`src/rtl/dyt_rf_wb_arbiter.sv`:
```
// Register-file writeback arbiter with a pending-write scoreboard.
// The ALU and LSU share one registered write port under round-robin arbitration.
// Issued destinations are marked busy until their write reaches the register file.
module dyt_rf_wb_arbiter #(
  parameter int unsigned AW = 5,
  parameter int unsigned DW = 32
) (
  input  logic              clk,
  input  logic              n_rst,
  input  logic              alu_valid,
  output logic              alu_ready,
  input  logic [AW-1:0]     alu_sel,
  input  logic [DW-1:0]     alu_data,
  input  logic              lsu_valid,
  output logic              lsu_ready,
  input  logic [AW-1:0]     lsu_sel,
  input  logic [DW-1:0]     lsu_data,
  input  logic              iss_valid,
  input  logic [AW-1:0]     iss_sel,
  input  logic [AW-1:0]     chk_sel_0,
  input  logic [AW-1:0]     chk_sel_1,
  output logic              hazard,
  output logic [(1<<AW)-1:0] busy_mask,
  output logic              rf_wen,
  output logic [AW-1:0]     rf_w_sel,
  output logic [DW-1:0]     rf_w_data
);

  localparam int unsigned NR = 1 << AW;

  // Records which requester won the most recent handshake.
  typedef enum logic {GrantAlu = 1'b0, GrantLsu = 1'b1} grant_e;

  grant_e          last_q, last_d;
  logic            rf_wen_q, rf_wen_d;
  logic [AW-1:0]   rf_w_sel_q, rf_w_sel_d;
  logic [DW-1:0]   rf_w_data_q, rf_w_data_d;
  logic [NR-1:0]   busy_q, busy_d;

  // Grant: a lone requester always wins; under contention the one not granted last wins.
  always_comb begin
    alu_ready = 1'b0;
    lsu_ready = 1'b0;
    if (n_rst) begin
      if (alu_valid && (!lsu_valid || (last_q == GrantLsu))) begin
        alu_ready = 1'b1;
      end else if (lsu_valid) begin
        lsu_ready = 1'b1;
      end
    end
  end

  // Next state of the write port and the round-robin pointer.
  always_comb begin
    last_d      = last_q;
    rf_wen_d    = 1'b0;
    rf_w_sel_d  = rf_w_sel_q;
    rf_w_data_d = rf_w_data_q;
    if (alu_ready) begin
      last_d      = GrantAlu;
      rf_w_sel_d  = alu_sel;
      rf_w_data_d = alu_data;
      rf_wen_d    = (alu_sel != '0);
    end else if (lsu_ready) begin
      last_d      = GrantLsu;
      rf_w_sel_d  = lsu_sel;
      rf_w_data_d = lsu_data;
      rf_wen_d    = (lsu_sel != '0);
    end
  end

  // Scoreboard: clear on the register-file write, then set on issue so a same-cycle set wins.
  always_comb begin
    busy_d = busy_q;
    if (rf_wen_q) begin
      busy_d[rf_w_sel_q] = 1'b0;
    end
    if (iss_valid && (iss_sel != '0)) begin
      busy_d[iss_sel] = 1'b1;
    end
    busy_d[0] = 1'b0;
  end

  // Source hazard check against the current scoreboard; x0 never conflicts.
  always_comb begin
    hazard = n_rst &&
             (((chk_sel_0 != '0) && busy_q[chk_sel_0]) ||
              ((chk_sel_1 != '0) && busy_q[chk_sel_1]));
  end

  // State registers.
  always_ff @(posedge clk or negedge n_rst) begin
    if (!n_rst) begin
      last_q      <= GrantLsu;
      rf_wen_q    <= 1'b0;
      rf_w_sel_q  <= '0;
      rf_w_data_q <= '0;
      busy_q      <= '0;
    end else begin
      last_q      <= last_d;
      rf_wen_q    <= rf_wen_d;
      rf_w_sel_q  <= rf_w_sel_d;
      rf_w_data_q <= rf_w_data_d;
      busy_q      <= busy_d;
    end
  end

  assign rf_wen    = rf_wen_q;
  assign rf_w_sel  = rf_w_sel_q;
  assign rf_w_data = rf_w_data_q;
  assign busy_mask = busy_q;

endmodule

```
`config.mk`:
```
export PLATFORM = sky130hd
export DESIGN_NAME = dyt_rf_wb_arbiter
export DESIGN_NICKNAME = d
export VERILOG_FILES = /design/src/rtl/dyt_rf_wb_arbiter.sv
export SDC_FILE = /design/constraint.sdc
export NUM_CORES = 1
export LEC_CHECK = 0
export CORE_UTILIZATION = 45
export DETAILED_ROUTE_END_ITERATION = 8
export GPL_ROUTABILITY_DRIVEN = 0
export MAX_ROUTING_LAYER = met4
export PLACE_DENSITY = 0.86
export SLEW_MARGIN = 15
export SYNTH_ARGS = -nofsm -noshare
export SYNTH_HDL_FRONTEND = slang
export SYNTH_SLANG_ARGS = --single-unit
```
`constraint.sdc`:
```
create_clock -name clk -period 5.1 [get_ports clk]
set_input_delay 1.02 -clock clk [delete_from_list [all_inputs] [get_ports clk]]
set_output_delay 1.02 -clock clk [all_outputs]
set_load 0.01 [all_outputs]
```
== After elaboration in Yosys (flattened, before gate mapping) ==
Index checks and enable logic that the tools add are counted.

* $lt $le $gt $ge: 6
* Multiplexer cells: 23
* Bitwise gates (word level): 3
* Reduce and logical (&&, ||, !) cells: 16

{| class="wikitable"
|+ Operators by type and width
! operator !! number
|-
| $mux 32 || 4
|-
| $and 32x32->32 || 1
|-
| $not 32->32 || 1
|-
| $or 32x32->32 || 1
|-
| $reduce_bool 5->1 || 5
|-
| $lt 5x6->1 const B || 4
|-
| $mux 1 || 13
|-
| $bmux 1 s5 || 2
|-
| $demux 1 s5 || 2
|-
| $ge 5x1->1 const B || 2
|-
| $mux 5 || 2
|-
| $logic_and 1x1->1 || 7
|-
| $logic_or 1x1->1 || 2
|-
| $reduce_bool 2->1 || 1
|-
| $logic_not 1->1 || 1
|}

* Register bits: 70
* Input port bits: 94
* Output and inout bits: 73
* Logic and storage cells: 53

== Depth between registers and ports, before layout ==
* Depth in word-level cells: 9
* Depth in mapped cells: 7
* Depth with buffers taken out: 5

== Worst setup path after synthesis ==
Ideal clock, no wire load.

* Path type: input to output
* From: input port chk_sel_0[0]
* To: output port hazard
* Data required time: 4.080 ns
* Stages: 6
* Data arrival time: 2.479 ns
* Slack: 1.601 ns
* Cell sequence: buf_6 mux4_2 nor3b_1 nor3_1 a211o_1 o31a_1

* Longest elaborated chain between the ends: 5
* Elaborated cells between the ends (all ways): 6
* Classes of those cells: 2 x mux; 4 x reduce/logical

{| class="wikitable"
|+ RTL lines
! element !! RTL line !! text
|-
| start, declared || 20 || <nowiki>input logic [AW-1:0] chk_sel_0,</nowiki>
|-
| $bmux 1 s5 || 87 || <nowiki>(((chk_sel_0 != '0) && busy_q[chk_sel_0]) ||</nowiki>
|-
| $mux 1 (implied by the code) || 87 ||
|-
| $logic_and 1x1->1 (*) || 87 ||
|-
| $logic_or 1x1->1 (*) || 87 ||
|-
| $logic_and 1x1->1 (*) || 86 || <nowiki>hazard = n_rst &&</nowiki>
|-
| end, declared || 22 || <nowiki>output logic hazard,</nowiki>
|}

Every way passes the cells marked *; elsewhere a longest branch is shown, timed or not. The select of a mux whose other input is x is not followed.

== Worst setup path in the final report ==
Ends and elaborated chain as after synthesis.

==> PnR_summary.wiki <==
{| class="wikitable"
! Metric !! Value
|-
| Result of the run || finished, final reports clean
|-
| HPWL after detailed placement || 8.40 mm
|-
| Leak Pwr || 0.00216 uW
|-
| Final hold slack || 0.498 ns
|-
| Number of distinct library cells after synthesis || 35
|-
| Port Buffers || 165
|-
| Register cell area after layout || 1750 um2
|-
| Fraction of synthesized area in multiplexers || 11.0%
|-
| Die outline height || 91.6 um
|-
| Least-Margin Pin Slew || 0.866 ns
|-
| Cell-internal power || 1610 uW
|-
| Iteration-0 DRC Markers || 230
|-
| TritonCTS buffer count || 9
|-
| Worst Path Arrival || 3.71 ns
|-
| Startpoint type of the worst setup path || input pin
|-
| Number of register bits inferred by synthesis || 70
|-
| Class of the tightest hold or removal check || reg -> reg
|-
| Worst slew slack as a fraction of its limit || 42.1%
|-
| Via-per-instance ratio || 5.90
|-
| Maximum VDD drop || 0.000222 V
|-
| Total number of vias || 3,777
|-
| Post-layout total power || 2370 uW
|-
| Total of max-cap violations || 0
|-
| Comb pwr share || 36.7%
|-
| Number of global-route vias before repair || 3,860
|-
| Final Hold Violating Endpoints || 0
|-
| Number of top-level pins || 167
|-
| CP Class || in -> out
|-
| First-pass GRT wire length || 19.0 mm
|-
| Antenna violations before repair || 0
|-
| Leading area contributor after synthesis || sky130_fd_sc_hd__dfrtp_1
|-
| Net total in the final layout || 627
|-
| Most frequently used flop master after synthesis || sky130_fd_sc_hd__dfrtp_1
|-
| Post-cts resize count || 0
|-
| Number of setup violations in the final report || 0
|-
| Clock net sink count || 70
|-
| Hold_sp || last_q
|-
| Hold buffer count at CTS || 0
|-
| Core region area || 7730 um2
|-
| Cells taking the most area after synthesis || sky130_fd_sc_hd__dfrtp_1, sky130_fd_sc_hd__o21ai_0, sky130_fd_sc_hd__nand2_1
|-
| Kind of end point of the critical path || primary output
|-
| Max Clock Skew || 0.00759 ns
|-
| Hold worst-path end || last_q
|-
| Reg-to-reg startpoint || last_q
|-
| Number of buffers on the longest clock path || 2
|-
| Number of buffers inserted by post-CTS setup repair || 0
|-
| Global router's overall resource usage || 30.0%
|-
| Power dissipated by switching net loads || 750 uW
|-
| Relative area change from synthesis to final layout || 54.0%
|-
| Router iterations before antenna repair || 6
|-
| Hold Path Cell Cnt || 2
|-
| Adder-Cell Fraction of Synth Area || 0%
|-
| Routed metal-1 wire length || 4.48 mm
|-
| Switching share of power || 31.7%
|-
| Total detailed-routing wirelength || 11.8 mm
|-
| Number of H-tree levels || 3
|-
| Antenna-violating nets left || 0
|-
| Top cell type's share of synthesized area || 47.8%
|-
| Sum of met3 wire segment lengths after detailed routing || 1.13 mm
|-
| Share of synthesized area occupied by flip-flops and latches || 48.5%
|-
| Post-CTS clock slew at the launch and capture registers of the worst setup and hold paths || 0.07 ns
|-
| Post-Syn Area || 3610 um2
|-
| Dominant cell by count in the synthesized netlist || sky130_fd_sc_hd__dfrtp_1
|-
| Critical-path maximum fanout || 9
|-
| Synth Warn # || 0
|-
| Chip width || 91.6 um
|-
| Final period util || 92.7%
|-
| Share of cells above drive strength 1 || 6.88%
|-
| Max Clock Freq || 212 MHz
|-
| CTS root buf || sky130_fd_sc_hd__clkbuf_8
|-
| Sum of negative setup slack || 0 ns
|-
| Unrepaired setup endpoints after global routing || no
|-
| Wire length on met2 || 5.81 mm
|-
| Number of inserted diodes || 0
|-
| Xor and xnor area share after synthesis || 0%
|-
| Grt ovf || 0
|-
| Die footprint || 8390 um2
|-
| Finished Core Util || 72.0%
|-
| Power density over cell area || 425 nW/um2
|-
| Filler Cell Count || 535
|-
| Number of rows created at floorplan || 32
|-
| Post-synthesis average cell area || 9.56 um2
|-
| Depth of the worst register-to-register path || 5
|-
| Starting Density || 46.8%
|-
| Main combinational cell family by area after synthesis || simple AND/OR/NAND/NOR gates
|-
| Power share of the clock group || 24.9%
|-
| Critical Path RT || 4.08 ns
|-
| Count of flip-flops with a built-in enable after synthesis || 0
|-
| Residual DRC count || 0
|-
| Area share of and/or/nand/nor cells after synthesis || 18.5%
|-
| Total area of multi-input combinational cells || 1740 um2
|-
| Skew-Pair Late Insertion Delay || 0.35 ns
|-
| Synth Area in Compound Gates || 18.5%
|-
| Highest signal layer in the routed design || met4
|-
| DR WL/cell || 18.4 um
|-
| Maximum number of pins on one net before global-route repair || 71
|-
| Period minus WS final || 4.73 ns
|-
| Seq pwr share || 38.3%
|-
| Share of async-settable or async-resettable flops after synthesis || 100%
|-
| Post-synth top cells || sky130_fd_sc_hd__dfrtp_1, sky130_fd_sc_hd__o21ai_0, sky130_fd_sc_hd__nand2_1
|-
| Final Max Tran Viols || 0
|-
| Worst reg-to-reg setup slack || 3.56 ns
|-
| Cells after synthesis || 378
|-
| Post-Syn Nets || 472
|-
| Reg-to-Reg End || rf_wen
|-
| TritonCTS clock tree || built
|}
[state kept, by name (all words and copies together) (netlist names)]
name       cells
busy_mask     31
rf_wen         1
rf_w_sel       5
last_q         1
rf_w_data     32
[cell usage in the layout (no fill, tap or decap), types with 5 or more instances in the layout]
cell type                         instances
sky130_fd_sc_hd__o32ai_1                 12
sky130_fd_sc_hd__nand2_1                 61
sky130_fd_sc_hd__mux4_2                   8
sky130_fd_sc_hd__clkbuf_8                 9
sky130_fd_sc_hd__mux4_1                   6
sky130_fd_sc_hd__nor2_1                  57
sky130_fd_sc_hd__nand3b_1                10
sky130_fd_sc_hd__o21ai_0                 65
sky130_fd_sc_hd__a31oi_1                 25
sky130_fd_sc_hd__dfrtp_1                 69
sky130_fd_sc_hd__or3b_2                   5
sky130_fd_sc_hd__mux2i_1                  5
sky130_fd_sc_hd__clkdlybuf4s50_1        164
[through the flow]
stage                     instance area [um2]  instances  setup WS (ns)
after floorplan                          3610        378           1.60
after global placement                   5300        624          0.426
after detailed placement                 5300        624          0.390
after CTS                                5570        640          0.374
after global routing                     5570        640          0.263
final                                    5570        640          0.372
[critical path: stages]
cell	delay (ns)
sky130_fd_sc_hd__clkdlybuf4s50_1	0.77
sky130_fd_sc_hd__mux4_1	0.63
sky130_fd_sc_hd__mux2i_1	0.17
sky130_fd_sc_hd__nand2_1	0.08
sky130_fd_sc_hd__a211o_1	0.27
sky130_fd_sc_hd__o31a_1	0.30
sky130_fd_sc_hd__clkdlybuf4s50_1	0.47
[cell families after synthesis]
kind of cell / after synthesis
DFF: 70
buffers and inverters: 27
AOI/OAI and AO/OA: 110
other: 1
and+or+nand+nor: 150
muxes: 20
[per-layer routing]
layer,vias to the layer above,global-route usage (%)
li1,1683,-
met2,235,48.6
met1,1821,36.5
met4,0,13.6
met3,38,5.97
met5,-,-
[power by group through the flow]
| stage | sequential, uW | clock, uW | combinational, uW |
|---|---|---|---|
| global route | 926 | 620 | 931 |
| CTS | 900 | 597 | 872 |
| detailed placement | 909 | 0 | 866 |
| floorplan | 917 | 0 | 309 |
| finish | 907 | 589 | 869 |
| global placement | 904 | 0 | 841 |
[area by class of cell]
class                           count  share of cell area [%]
Timing Repair Buffer              168                    30.0
Clock inverter                      6                    2.41
Sequential cell                    70                    31.5
Clock buffer                       10                    2.29
Tap cell                          102                    2.29
Multi-Input combinational cell    281                    31.3
Inverter                            3                   0.202
[how the worst max path moves through the flow]
| stage | cells after the start | startpoint | slack [ns] | to |
|---|---|---|---|---|
| 2_1_floorplan | 6 | chk_sel_0[0] | 1.60 | hazard |
| 3_3_place_gp | 7 | chk_sel_0[0] | 0.43 | hazard |
| 3_5_place_dp | 7 | chk_sel_0[0] | 0.39 | hazard |
| 4_1_cts | 7 | chk_sel_0[0] | 0.37 | hazard |
| 5_1_grt | 7 | chk_sel_0[0] | 0.26 | hazard |
| 6_report | 7 | chk_sel_0[0] | 0.37 | hazard |
(Power assumes the default switching activity.)
